--- src/rtl/alu_pkg.sv ---
`default_nettype none
// ============================================================================
// Module   : alu_pkg
// Purpose  : Shared constants for the registered ALU: default datapath
//            width and the 4-bit operation-select encodings.
// Ports    : (package - no ports)
// Revision : 1.0 - initial release
// ============================================================================
package alu_pkg;

    localparam int ALU_WIDTH = 32;

    localparam logic [3:0] OP_NOP   = 4'd0;
    localparam logic [3:0] OP_ADD   = 4'd1;
    localparam logic [3:0] OP_SUB   = 4'd2;
    localparam logic [3:0] OP_MUL   = 4'd3;
    localparam logic [3:0] OP_AND   = 4'd4;
    localparam logic [3:0] OP_OR    = 4'd5;
    localparam logic [3:0] OP_XOR   = 4'd6;
    localparam logic [3:0] OP_NOT   = 4'd7;
    localparam logic [3:0] OP_SLT   = 4'd8;
    localparam logic [3:0] OP_SLL   = 4'd9;
    localparam logic [3:0] OP_SRL   = 4'd10;
    localparam logic [3:0] OP_SRA   = 4'd11;
    localparam logic [3:0] OP_NOR   = 4'd12;
    localparam logic [3:0] OP_SLTU  = 4'd13;
    localparam logic [3:0] OP_PASSA = 4'd14;
    localparam logic [3:0] OP_PASSB = 4'd15;

endpackage : alu_pkg
`default_nettype wire

--- src/rtl/alu_shifter.sv ---
`default_nettype none
// ============================================================================
// Module   : alu_shifter
// Purpose  : Combinational barrel shifter producing all three shift flavours
//            in parallel; the ALU picks the one it needs.
// Ports    : a_i      [WIDTH-1:0]   value to shift
//            shamt_i  [SHW-1:0]     shift amount
//            sll_o    [WIDTH-1:0]   logical left shift
//            srl_o    [WIDTH-1:0]   logical right shift
//            sra_o    [WIDTH-1:0]   arithmetic right shift (sign-filling)
// Revision : 1.0 - initial release
// ============================================================================
module alu_shifter #(
    parameter int WIDTH = 32,
    parameter int SHW   = $clog2(WIDTH)
) (
    input  logic [WIDTH-1:0] a_i,
    input  logic [SHW-1:0]   shamt_i,
    output logic [WIDTH-1:0] sll_o,
    output logic [WIDTH-1:0] srl_o,
    output logic [WIDTH-1:0] sra_o
);

    assign sll_o = a_i << shamt_i;
    assign srl_o = a_i >> shamt_i;
    assign sra_o = $unsigned($signed(a_i) >>> shamt_i);

endmodule : alu_shifter
`default_nettype wire

--- src/rtl/alu.sv ---
`default_nettype none
// ============================================================================
// Module   : alu
// Purpose  : Registered two's-complement ALU. The result of (a, b, sel)
//            sampled on a rising edge appears on out after that edge and is
//            held until the next one. Reset clears out asynchronously.
// Ports    : clk  in   1       rising-edge clock
//            rst  in   1       asynchronous active-high reset
//            a    in   WIDTH   signed operand A
//            b    in   WIDTH   signed operand B
//            sel  in   4       operation select (see alu_pkg OP_*)
//            out  out  WIDTH   registered result
// Revision : 1.0 - initial release
// ============================================================================
module alu
    import alu_pkg::*;
#(
    parameter int WIDTH = ALU_WIDTH
) (
    input  logic             clk,
    input  logic             rst,
    input  logic [WIDTH-1:0] a,
    input  logic [WIDTH-1:0] b,
    input  logic [3:0]       sel,
    output logic [WIDTH-1:0] out
);

    localparam int SHW = $clog2(WIDTH);

    logic [WIDTH-1:0] out_d;
    logic [WIDTH-1:0] out_q;
    logic [WIDTH-1:0] sll_w;
    logic [WIDTH-1:0] srl_w;
    logic [WIDTH-1:0] sra_w;
    logic             slt_w;
    logic             sltu_w;

    // Only the low log2(WIDTH) bits of b steer the shifter.
    alu_shifter #(
        .WIDTH (WIDTH),
        .SHW   (SHW)
    ) u_shifter (
        .a_i     (a),
        .shamt_i (b[SHW-1:0]),
        .sll_o   (sll_w),
        .srl_o   (srl_w),
        .sra_o   (sra_w)
    );

    assign slt_w  = ($signed(a) < $signed(b));
    assign sltu_w = (a < b);

    // Any select value not matching an opcode (including X/Z in simulation)
    // falls to the default and yields zero rather than propagating X.
    always_comb begin
        out_d = '0;
        case (sel)
            OP_NOP:   out_d = '0;
            OP_ADD:   out_d = a + b;
            OP_SUB:   out_d = a - b;
            OP_MUL:   out_d = a * b;  // low WIDTH bits are sign-agnostic
            OP_AND:   out_d = a & b;
            OP_OR:    out_d = a | b;
            OP_XOR:   out_d = a ^ b;
            OP_NOT:   out_d = ~a;
            OP_SLT:   out_d = {{(WIDTH-1){1'b0}}, slt_w};
            OP_SLL:   out_d = sll_w;
            OP_SRL:   out_d = srl_w;
            OP_SRA:   out_d = sra_w;
            OP_NOR:   out_d = ~(a | b);
            OP_SLTU:  out_d = {{(WIDTH-1){1'b0}}, sltu_w};
            OP_PASSA: out_d = a;
            OP_PASSB: out_d = b;
            default:  out_d = '0;
        endcase
    end

    always_ff @(posedge clk or posedge rst) begin
        if (rst) begin
            out_q <= '0;
        end else begin
            out_q <= out_d;
        end
    end

    assign out = out_q;

endmodule : alu
`default_nettype wire

--- config.mk ---
export PLATFORM = sky130hd
export DESIGN_NAME = alu
export DESIGN_NICKNAME = d
export VERILOG_FILES = /design/src/rtl/alu_pkg.sv /design/src/rtl/alu_shifter.sv /design/src/rtl/alu.sv
export SDC_FILE = /design/constraint.sdc
export NUM_CORES = 2
export LEC_CHECK = 0
export ABC_AREA = 0
export CORE_MARGIN = 2
export CORE_UTILIZATION = 60
export CTS_CLUSTER_SIZE = 12
export DETAILED_ROUTE_END_ITERATION = 7
export DONT_BUFFER_PORTS = 1
export PLACE_DENSITY_LB_ADDON = 0.08
export SLEW_MARGIN = 20
export SYNTH_ARGS = -nofsm -noshare
export SYNTH_HDL_FRONTEND = slang
export SYNTH_HIERARCHICAL = 1
export SYNTH_SLANG_ARGS = --single-unit
--- constraint.sdc ---
create_clock -name clk -period 1.1 [get_ports clk]
set_input_delay 0.22 -clock clk [delete_from_list [all_inputs] [get_ports clk]]
set_output_delay 0.22 -clock clk [all_outputs]
set_load 0.03 [all_outputs]
==> flow_summary_export.csv, run 1 <==
group,metric,value,unit
outcome,status,"aborted with a tool error",
outcome,stop_stage,"global routing (5_1_grt)",
outcome,stop_error,"[ERROR GRT-0116] Global routing finished with congestion. Check the congestion regions in the DRC Viewer.",
clocking,cts_buffers,5,
synth,synth_edf_count,0,
clocking,cts-root-buf,"clkbuf_16",
synth,avgSynthCellArea,8.09,um^2
synth,syn_area,26100,um^2
placed_design,place_inst,4278,
clocking,clock-sinks,32,
global_routing,grt_usage,70.2,%
synth,synth-main-ff-cell,"dfrtp_1",
floorplanning,die_w,213,um
synth,ys.warnings.count,6,
floorplanning,ios,102,
global_routing,grt_pass1_vias,33800,
placed_design,dp_hpwl,99.8,mm
synth,ys_seq_elements,32,
placed_design,portBuffers,0,
synth,synthCells,3225,
floorplanning,rows,76,
placed_design,gp_congestion,1.14,
global_routing,grt_pass1_wl,225,mm
synth,yosysSeqAreaShare,3.07,%
synth,syn_nets,3924,
synth,async_reset_ff_share,100,%
clocking,cts_buffer_depth,2,
clocking,cts_max_level,2,
synth,synth_cell_types,89,
global_routing,grt.overflow.total,3,
global_routing,grt_max_degree,107,
floorplanning,die_h,213,um
floorplanning,start_util,60.7,%
timing repair:
| item | 4_1_cts |
|---|---|
| endpoints found under the setup margin | 33 |
| cloned | 1 |
| resized for setup | 235 |
| setup buffers | 26 |
| pin swaps | 105 |
| hold buffers | 1 |
| endpoints found under the hold margin | 6 |
stage by stage:
stage                     hold slack [ns]  util (%)  setup TNS, ns  cell area, um^2  setup slack [ns]
after floorplan                     0.336         -        -128.49            27200             -5.51
after global placement             0.0552      74.3        -142.89            31900             -5.66
after detailed placement           0.0691      74.3        -147.20            31900             -5.85
after CTS                          0.0699      77.8        -130.93            33400             -5.41
layer usage:
layer	GRT overflow	track usage [%]
met5	0	24.4
met4	0	61.1
met3	1	55.7
met2	1	85.2
met1	1	74.5
cell usage after synthesis, types with 32 or more instances:
master    instances  area (um^2)
nand3_1          34          170
fa_1            410         8210
nor2_1          465         1750
xnor2_1          70          613
a21oi_1         155          776
nand2_1         322         1210
mux2i_1          46          460
nor3_1           34          170
dfrtp_1          32          801
mux4_2           65         1460
nand2b_1         33          206
a221oi_1         58          508
ha_1            219         2740
inv_1           465         1750
o21ai_0          84          420
clkbuf_1        164          616
logic make-up after synthesis:
logic type	share of synthesized area (%)
muxes	8.36
xor gates and xnor gates	2.89
and+or+nand+nor	16.1
buffers and inverters	10.5
AOI/OAI and AO/OA	17.1
DFF	3.07
adders and majority gates	41.9
==> run 2, diff against run 1 <==
--- a/config.mk
+++ b/config.mk
@@ -7,11 +7,10 @@
 export LEC_CHECK = 0
 export ABC_AREA = 0
 export CORE_MARGIN = 2
-export CORE_UTILIZATION = 60
-export CTS_CLUSTER_SIZE = 12
+export CORE_UTILIZATION = 40
 export DETAILED_ROUTE_END_ITERATION = 7
 export DONT_BUFFER_PORTS = 1
-export PLACE_DENSITY_LB_ADDON = 0.08
+export PLACE_DENSITY_LB_ADDON = 0.15
 export SLEW_MARGIN = 20
 export SYNTH_ARGS = -nofsm -noshare
 export SYNTH_HDL_FRONTEND = slang
==> run 2 against run 1 <==
  * Synthesized cell count did not move
  * The flow now finishes, with violations (setup timing)
  * Area after synthesis did not move
==> flow_summary_export.csv, run 2 <==
group,metric,value,unit
finish,final_common_cell,"buf_4",
power,p_per_area,4170,nW/um^2
sta,layout_worst_path_cycle_share,603,%
routing,vias_per_cell,6.05,
routing,drc,0,
routing,ant_nets,0,
clocking,cts-root-buf,"clkbuf_16",
synth,synth_edf_count,0,
worst_setup_path,crit_arrival,6.80,ns
synth,ys_top_cells_by_area,"fa_1 31%, ha_1 10%, inv_1 6.7%",
clocking,clkTransAtPathRegs,0.06,ns
synth,avgSynthCellArea,8.09,um^2
sta,timing.final.max_slew_violations,0,
power,p_clk_share,0.9,%
global_routing,antenna_found_initial,5,
routing,drt-total-wl,138,mm
synth,ys.warnings.count,6,
run,cap_violations,0,
power,p_comb_share,97.4,%
routing,wl_per_cell,29.9,um
global_routing,grt_usage,41.1,%
sta,setup_viol,32,
finish,multi_input_area,24600,um^2
clocking,clock-sinks,32,
clocking,cts_tree,"yes",
synth,netlist.area_leader.share,31.4,%
routing,dr.pass1.iters,6,
finish,largest_register_ffs,32,
routing,drt_iter0_drc,3294,
clocking,cts_buffer_depth,2,
finish,fin_nets,4470,
sta,layout_min_cycle_time,6.63,ns
sta,finalHoldViolations,0,
power,seq_power_share,1.7,%
global_routing,grt_pass1_wl,200,mm
finish,regArea,801,um^2
synth,syn_area,26100,um^2
sta,tightest_slew,0.883,ns
synth,synth.largest_area_cell,"fa_1",
sta,setup_slack,-5.53,ns
synth,async_reset_ff_share,100,%
finish,layout-drive-gt1-share,31.0,%
worst_setup_path,start_kind,"primary input",
placed_design,portBuffers,0,
worst_setup_path,worst_path_most_repeated_cell,"fa_1",
clocking,cts_buffers,5,
synth,yosysSeqAreaShare,3.07,%
global_routing,grt_pass1_vias,29100,
placed_design,gp_congestion,1.03,
global_routing,grt.overflow.total,0,
routing,vias,28000,
finish,area_delta_synth_final,33.5,%
floorplanning,die_h,259,um
power,ir_drop,7.20,mV
sta,fin_tns_setup,-135.86,ns
finish,utilization,54.1,%
clocking,cts_max_level,2,
floorplanning,start_util,40.5,%
finish,nFillCells,6053,
power,p_sw_share,51.4,%
worst_setup_path,slowest_stage,"fa_1",
synth,synth_cell_types,89,
floorplanning,rows,93,
worst_setup_path,crit_path_cell_trace,"clkinvlp_4, nor2_1, fa_1, fa_1, fa_1, inv_1, fa_1, inv_1, fa_1, fa_1, fa_1, fa_1, ha_4, and4_4, nand4_1, or3_4, o211ai_1, buf_4, a41oi_4, o21ai_2, xnor2_1, a211o_1",
power,intPower,70.6,mW
power,p_switching,74.7,mW
sta,rsz0062_at_grt,"yes",
sta,max_slew_margin,40.9,%
worst_setup_path,critPathKind,"in2reg",
outcome,violations,"setup timing",
sta,clock.fmax,151,MHz
power,p_leak,16.2,nW
synth,ys_seq_elements,32,
worst_hold_path,hold_path.class,"in2reg",
floorplanning,die_area,67300,um^2
synth,synth_common_cells,"465 x inv_1, 465 x nor2_1, 410 x fa_1",
global_routing,grt_max_degree,107,
worst_setup_path,cp_max_fo,8,
outcome,status,"finished with violations",
worst_setup_path,end_kind,"flop",
placed_design,dp_hpwl,110,mm
synth,syn_nets,3924,
floorplanning,core_area,64500,um^2
worst_setup_path,required,1.27,ns
floorplanning,die_w,259,um
finish,final_cell_mix,"673 x buf_4, 426 x inv_1, 411 x nor2_1",
floorplanning,ios,102,
synth,synth-main-ff-cell,"dfrtp_1",
synth,synthCells,3225,
worst_setup_path,cpPeakStageDelay,0.56,ns
==> run 2: cell counts after synthesis <==
No cell type changed its count.
==> run 2: cell type report <==
class,instances,share of cell area (%)
antenna,2,0.0144
clock buffer,5,0.359
clock inverter,3,0.0538
inverter,488,5.61
multi-input combinational,2486,70.5
sequential,32,2.30
tap,855,3.07
timing repair buffer,757,18.1
timing repair inverter,1,0.0144
==> run 2: through the flow <==
| step | hold slack (ns) | setup WS [ns] | total power, mW | std cells | area [um^2] |
|---|---|---|---|---|---|
| finish | 0.0798 | -5.53 | 145 | 4629 | 34900 |
| global route | 0.0759 | -5.72 | 152 | 4627 | 34900 |
| CTS | 0.0675 | -5.51 | 135 | 4605 | 34200 |
| detailed placement | 0.115 | -5.97 | 110 | 4576 | 32600 |
| global placement | 0.0983 | -5.90 | 108 | 4576 | 32600 |
| floorplan | 0.336 | -5.51 | 72.8 | 3225 | 27200 |
==> run 2: cells by family (layout without fill, tap and decap cells) <==
group           count (synthesis)  in the layout  synth area share [%]
flops                          32             32                  3.07
buf+inv                       707           1254                  10.5
fa+ha+maj                     629            629                  41.9
mux                           133            133                  8.36
compound gates                645            645                  17.1
xor+xnor                       86             86                  2.89
simple gates                  993            993                  16.1
other cells                     0              2                     0
==> run 2: worst max-delay path: cells and delay by family <==
family,cells,cell delay [ns]
adders and majority gates,9,4.19
AOI/OAI and AO/OA,4,0.75
xor gates and xnor gates,1,0.10
buffers and inverters,4,0.52
and+or+nand+nor,4,0.99
==> run 2: power by group through the flow <==
| stage | registers [mW] | logic (mW) | clock network (mW) |
|---|---|---|---|
| floorplan | 2.53 | 70.3 | 0 |
| finish | 2.40 | 142 | 1.37 |
| CTS | 2.39 | 131 | 1.40 |
| global placement | 2.35 | 106 | 0 |
| global route | 2.42 | 148 | 1.46 |
| detailed placement | 2.35 | 107 | 0 |
==> run 2: final timing paths <==
| path | startpoint | endpoint | slack (ns) | cells past startpoint |
|---|---|---|---|---|
| max | b[7] | out[31] | -5.53 | 22 |
| min | sel[2] | out[2] | 0.08 | 1 |
| max in group asynchronous | rst | out[29] | 0.23 | 3 |
| min in group asynchronous | rst | out[4] | 0.39 | 2 |
==> run 2: what timing repair did <==
item                                   CTS  global route
setup buffers                           27            25
pin swaps                              107           110
hold buffers                             1             0
resized for setup                      249           106
setup endpoints to repair               32            32
gates cloned                             3             0
endpoints found under the hold margin    9             0
==> run 2: routing by layer <==
metal | global-route usage (%) | up-vias | share of wire (%) | wire length (um)
li1 | - | 11900 | - | -
met1 | 54.1 | 14100 | 39 | 54200
met2 | 62.9 | 1669 | 44 | 60300
met3 | 9.12 | 402 | 10 | 14000
met4 | 22.3 | 4 | 7.2 | 10000
met5 | 0 | - | 0.017 | 23
(Power assumes the default switching activity.)
